## src/rtl/reg_read_stage.sv

```systemverilog
// reg_read_stage: two-entry operand read buffer with write-back forwarding and snoop
module reg_read_stage #(
  parameter int DATA_W = 16,
  parameter int NREG = 16,
  parameter int ADDR_W = 4
) (
  input  logic                   clk,
  input  logic                   reset,
  input  logic [NREG*DATA_W-1:0] reg_flat,
  input  logic [DATA_W-1:0]      wb_data,
  input  logic [NREG-1:0]        wb_enable,
  input  logic                   req_valid,
  output logic                   req_ready,
  input  logic [ADDR_W-1:0]      req_src,
  input  logic [ADDR_W-1:0]      req_dst,
  output logic                   out_valid,
  input  logic                   out_ready,
  output logic [DATA_W-1:0]      out_src,
  output logic [DATA_W-1:0]      out_dst,
  output logic [ADDR_W-1:0]      out_src_a,
  output logic [ADDR_W-1:0]      out_dst_a
);
  typedef enum logic [1:0] {EMPTY, ONE, TWO} state_t;
  typedef struct packed {
    logic [ADDR_W-1:0] sa;
    logic [ADDR_W-1:0] da;
    logic [DATA_W-1:0] s;
    logic [DATA_W-1:0] d;
  } entry_t;
  state_t state, state_n;
  entry_t main, main_n, skid, skid_n, req_e, main_sn, skid_sn;
  logic [DATA_W-1:0] r [NREG];
  logic accept, consume;
  for (genvar i = 0; i < NREG; i++) begin : g_bank
    assign r[i] = reg_flat[i*DATA_W +: DATA_W];
  end
  assign req_ready = state != TWO;
  assign out_valid = state != EMPTY;
  assign accept = req_valid && req_ready;
  assign consume = out_valid && out_ready;
  assign req_e = '{sa: req_src, da: req_dst,
                   s: wb_enable[req_src] ? wb_data : r[req_src],
                   d: wb_enable[req_dst] ? wb_data : r[req_dst]};
  assign main_sn = '{sa: main.sa, da: main.da,
                     s: wb_enable[main.sa] ? wb_data : main.s,
                     d: wb_enable[main.da] ? wb_data : main.d};
  assign skid_sn = '{sa: skid.sa, da: skid.da,
                     s: wb_enable[skid.sa] ? wb_data : skid.s,
                     d: wb_enable[skid.da] ? wb_data : skid.d};
  always_comb begin
    state_n = state;
    main_n = main;
    skid_n = skid;
    case (state)
      EMPTY: begin
        main_n = accept ? req_e : main;
        state_n = accept ? ONE : EMPTY;
      end
      ONE: begin
        main_n = (accept && consume) ? req_e : main_sn;
        skid_n = accept ? req_e : skid;
        state_n = (accept && !consume) ? TWO : (!accept && consume) ? EMPTY : ONE;
      end
      TWO: begin
        main_n = consume ? skid_sn : main_sn;
        skid_n = skid_sn;
        state_n = consume ? ONE : TWO;
      end
      default: state_n = EMPTY;
    endcase
  end
  always_ff @(posedge clk) begin
    if (reset) begin
      state <= EMPTY;
      main <= '0;
      skid <= '0;
    end else begin
      state <= state_n;
      main <= main_n;
      skid <= skid_n;
    end
  end
  assign out_src = main.s;
  assign out_dst = main.d;
  assign out_src_a = main.sa;
  assign out_dst_a = main.da;
endmodule
```

## config.mk

```make
export PLATFORM = sky130hd
export DESIGN_NAME = reg_read_stage
export DESIGN_NICKNAME = d
export VERILOG_FILES = /design/src/rtl/reg_read_stage.sv
export SDC_FILE = /design/constraint.sdc
export NUM_CORES = 1
export LEC_CHECK = 0
export BUFFER_PORTS_ARGS = -buffer_cell sky130_fd_sc_hd__buf_4
export CAP_MARGIN = 10
export CORE_MARGIN = 4
export CORE_UTILIZATION = 57
export DETAILED_ROUTE_END_ITERATION = 10
export PLACE_DENSITY = 0.95
export SETUP_SLACK_MARGIN = 0.02
export SYNTH_ARGS = -nofsm -noshare
export SYNTH_HDL_FRONTEND = slang
export SYNTH_SLANG_ARGS = --single-unit
export TNS_END_PERCENT = 10
```

## constraint.sdc

```tcl
create_clock -name clk -period 7.1 [get_ports clk]
set_input_delay 1.42 -clock clk [delete_from_list [all_inputs] [get_ports clk]]
set_output_delay 1.42 -clock clk [all_outputs]
set_load 0.02 [all_outputs]
```

# Word-level counts from Yosys, hierarchy flattened
# Index checks and enable logic that the tools add are counted.
word_totals:
  reg_bits: 82
  input_bits: 300
  out_inout_bits: 42
  word_cells: 76
classes:
  n_lt_le_gt_ge: 8
  eq_ne: 7
  n_mux: 34
  bitwise_logic: 3
  reduce_logical: 15
op_table:
  columns: ["operator", "n"]
  rows:
  - ["two-way mux 16 bit", 10]
  - ["binary-select mux 16 bit (select 4 bit)", 2]
  - ["two-way mux 40 bit", 3]
  - ["one-hot mux 40 bit (3 select lines)", 1]
  - ["one-hot mux 40 bit (2 select lines)", 1]
  - ["< comparator 4 x 5 -> 1 bit, second input constant", 6]
  - ["binary-select mux 1 bit (select 4 bit)", 6]
  - ["greater-or-equal comparator 5 bit, second input constant", 2]
  - ["!= test 2 bit, second input constant", 5]
  - ["inverter 4 -> 5 bit", 2]
  - ["two-way mux 1 bit", 8]
  - ["one-hot mux 2 bit (3 select lines)", 1]
  - ["logical AND 1 bit", 5]
  - ["two-way mux 2 bit", 2]
  - ["AND reduction 2 bit", 2]
  - ["AND reduction 4 bit", 1]
  - ["nonzero test 2 bit", 2]
  - ["AND reduction 3 bit", 1]
  - ["nonzero test 3 bit", 1]
  - ["== test 2 x 1 -> 1 bit, second input constant", 1]
  - ["== test 2 bit, second input constant", 1]
  - ["logical NOT 1 bit", 2]
  - ["logical NOT 2 bit", 1]
  - ["inverter 1 bit", 1]

# Depth between registers and ports, before layout
logic_depth:
  depth_word: 7
  ltp_mapped: 15

# Worst setup path after synthesis
# No wires, ideal clock.
synth_timing:
  path_type: "input port to flip-flop"
  from: "input port req_src[0]"
  to: "register main (netlist bit out_src[0])"
  setup_ns: 0.122
  t_arrival_ns: 3.393
  t_required_ns: 6.978
  slack_ns: 3.585
  path_stages: 9
  path_buffers: 3
  path_cell_list: "buf_2 -> buf_2 -> buf_2 -> mux4_2 -> a22oi_1 -> nand2_1 -> mux2i_1 -> nor2_1 -> a221o_1"
synth_via:
  elab_chain_cells: 7
  elab_cells_between_ends: 10
  cone_classes: "mux (9); bitwise (1)"
synth_lines:
  columns: ["item", "line", "source"]
  rows:
  - ["from (decl)", "14", "input logic [ADDR_W-1:0] req_src,"]
  - ["inverter 4 -> 5 bit (not written as such)", "42", "s: wb_enable[req_src] ? wb_data : r[req_src],"]
  - ["binary-select mux 16 bit (select 4 bit)", "42", null]
  - ["two-way mux 16 bit (not written as such) (2 in series)", "42", null]
  - ["two-way mux 16 bit *", "42", null]
  - ["two-way mux 40 bit, on equally long branches", "60, 56", null]
  - ["one-hot mux 40 bit (3 select lines) *", "54", "case (state)"]
  - ["to (signal assigned)", "79", "main <= main_n;"]
  - ["to (decl)", "31", "entry_t main, main_n, skid, skid_n, req_e, main_sn, skid_sn;"]
# Every way passes the cells marked *; elsewhere a longest branch is shown, timed or not. The select of a mux whose other input is x is not followed.
# A chain may end at the register's enable or synchronous reset.

# Worst setup path in the final report
layout_timing:
  from: "input port out_ready"
  to: "register main (netlist bit out_src[9])"
layout_via:
  elab_chain_cells: 4
  elab_cells_between_ends: 5
  cone_classes: "mux (3); reduce/logical (2)"
layout_lines:
  columns: ["item", "line", "source"]
  rows:
  - ["from (decl)", "17", "input logic out_ready,"]
  - ["logical AND 1 bit *", "40", "assign consume = out_valid && out_ready;"]
  - ["logical AND 1 bit", "60", "main_n = (accept && consume) ? req_e : main_sn;"]
  - ["two-way mux 40 bit", "60", null]
  - ["one-hot mux 40 bit (3 select lines) *", "54", null]
# Marked as above.

==> impl_metrics.tcl <==
set metrics [dict create \
    status "complete, but fails checks" \
    failed_checks "design-rule violations" \
    switching_share_pct 40.1 \
    yosys.area_share.xor_xnor_pct 0 \
    synth_top_family_by_area "multiplexers" \
    yosysUniqueCellTypes 51 \
    fmax_mhz 230 \
    power.internal_mw 1.23 \
    crit_family "simple AND/OR/NAND/NOR gates" \
    areaGrowthSynthToFinish_pct 26.9 \
    maxCapViolCount 0 \
    dp_hpwl_mm 32.1 \
    cts_tree "yes" \
    avgSynthCellArea_um2 9.80 \
    fp-row-count 48 \
    clock-sinks 82 \
    endpoint_kind "register" \
    routed_wl_mm 43.8 \
    yosys_warnings 0 \
    maxSlewHeadroom_pct 13.7 \
    max_stage_delay_ns 1.01 \
    drcViolationCount 1 \
    start_util_pct 58.2 \
    pwr-share-comb_pct 48.1 \
    cp_cell_sequence "buf_4 -> nand2b_1 -> clkinv_1 -> ha_1 -> o22ai_1 -> and2_2 -> nand2_1 -> o211ai_1 -> a221o_1" \
    first_iter_violations 2218 \
    finalClockSkew_ns 0.00692 \
    synth_adder_area_share_pct 0.871 \
    fin_area_mm2 0.0128 \
    hp-start "skid[31]" \
    nNetsFinal 1575 \
    grt_remaining_overflow 0 \
    hold_path_class "register to register" \
    synth_nets 1334 \
    crit_start "out_ready" \
    syn_area_mm2 0.0101 \
    cp.arrival_ns 4.65 \
    rsz0062_at_grt "no" \
    yosys.area.top_type "mux4_2" \
    synth_most_common_cell "mux4_2" \
    cts_inserted_buffers 9 \
    ant_nets 0 \
    post_cts_buffers 0 \
    async_reset_ff_share_pct 0 \
    period_minus_slack_ns 4.36 \
    synth_common_cells "mux4_2, nand2_1, a22oi_1, dfxtp_1, clkbuf_1" \
    synth_top_area_share_pct 33.1 \
    max-vdd-ir-drop_mv 0.143 \
    seq_area_frac_synth_pct 16.3 \
    critical_path_required_ns 7.39 \
    drive_above_1_share_pct 43.0 \
    crit_type "primary input to register" \
    dpl_cell_area_mm2 0.0125 \
    die-width_um 141 \
    pin_count 342 \
    fin_crit_sh_pct 61.3 \
    synth_area_leaders "mux4_2, dfxtp_1, a22oi_1" \
    reg2reg_from "state[1]" \
    path_clk_slew_ns 0.07 \
    vias_per_cell 7.90 \
    die-area_mm2 0.0198 \
    p_leak_nw 5.25 \
    syn_inst 1027 \
    fillers 1235 \
    htreeDepth 3 \
    yosys.area_share.simple_pct 17.4 \
    tightestPinTransition_ns 1.29 \
    gp_congestion 0.984 \
    routedWlPerCell_um 29.2 \
    grt_first_pass_wirelength_mm 66.3 \
    grt_max_degree 71 \
    startpoint_type "primary input" \
    grt_pass1_vias 11600 \
    ys.flop_type "dfxtp_1" \
    multi_input_area_mm2 0.00788 \
    power.clock.fraction_pct 23.3 \
    clkLatencyLatePin_ns 0.35 \
    cp.buffers_inverters 2 \
    cp_slowest_cell "and2_2" \
    cts_resized 0 \
    tns_ns 0 \
    first_pass_iters 11 \
    dr_total_vias 11800 \
    net-switching-power_mw 0.822 \
    power_frac_seq_pct 28.6 \
    root_buffer "clkbuf_16" \
    crit_fanout 64 \
    synth-seq-cells 82 \
    antenna_found_initial 2 \
    die_h_um 141 \
    setup_violations 0 \
    clock_path_buffers 2 \
    port_buffers 341 \
    ff_latch_area_mm2 0.00164 \
    synthMuxAreaShare_pct 40.7 \
    grt_usage_pct 42.7 \
    fp.coreArea_mm2 0.0173 \
    slew_viol_final 0 \
    hold_viol 0 \
    ctsHoldBuffers 0 \
    power_density_mw_per_mm2 161 \
    synth-edff-count 0 \
    synth_compound_area_share_pct 19.0 \
]
## final timing paths
path	to	slack, ns	cells after the start
hold / removal	skid[31]	0.50	2
setup / recovery	out_src[9]	2.74	9
hold reg to reg	skid[31]	0.50	2
setup reg to reg	out_src[9]	3.12	10
## worst min-delay path, stage by stage (launching register included)
cell and delay [ns]:
dfxtp_1 0.34, a22oi_1 0.07, o21ai_0 0.06
## registers in the layout (all words and copies together), names as in the netlist
register,count
out_src_a,4
out_dst_a,4
skid,40
out_dst,16
state,2
out_src,16
## cell families after synthesis
kind of cell	after synthesis
compound gates	231
fa+ha+maj	7
buf+inv	131
flops	82
mux	214
simple gates	362
## layout make-up
class | count | share of cell area (%)
sequential | 82 | 12.9
antenna | 1 | 0.0196
multi-input combinational | 814 | 61.7
clock buffer | 12 | 1.85
clock inverter | 4 | 0.402
timing repair buffer | 353 | 20.8
inverter | 8 | 0.235
tap | 225 | 2.20
## cell usage in the layout (no fill, tap or decap), types with 2 or more instances in the layout
cell type	count
buf_4	353
mux4_2	148
nand2_1	96
a22oi_1	89
dfxtp_1	82
nand3_1	72
nor3_1	62
and3_1	62
mux2i_1	56
nor2_1	46
a221o_1	30
o21ai_0	18
o221ai_1	17
o41ai_2	16
a21oi_1	15
o211ai_1	15
o41ai_1	14
clkbuf_16	9
a211oi_1	8
ha_1	7
inv_1	6
nand2b_1	4
nor2b_2	4
mux4_1	4
clkbuf_1	3
and2_1	2
mux2i_4	2
mux2_2	2
mux2i_2	2
nor3_2	2
nand3b_1	2
## routing by layer
metal	up-vias	track usage (%)	wire, um
met5	-	2.51	69
met4	4	22.3	3140
met3	322	14.6	7200
met2	1303	65.7	19500
met1	5508	53.3	13900
li1	4700	-	-
## through the flow
step	hold slack, ns	utilization [%]	instances	power (mW)	setup slack, ns
after CTS	0.496	73.8	1498	2.00	2.96
after global routing	0.528	73.8	1499	2.10	2.57
final	0.498	73.8	1499	2.05	2.74
after floorplan	0.442	-	1027	1.16	3.59
after global placement	0.455	72.1	1482	1.51	2.82
after detailed placement	0.481	72.1	1482	1.54	2.62
## power by group through the flow
stage	clock network (mW)	registers, mW	logic [mW]
after floorplan	0	0.607	0.548
after global placement	0	0.586	0.921
after detailed placement	0	0.589	0.949
after CTS	0.467	0.580	0.952
after global routing	0.485	0.591	1.03
final	0.478	0.586	0.987
Power figures use the tool's default switching activity.
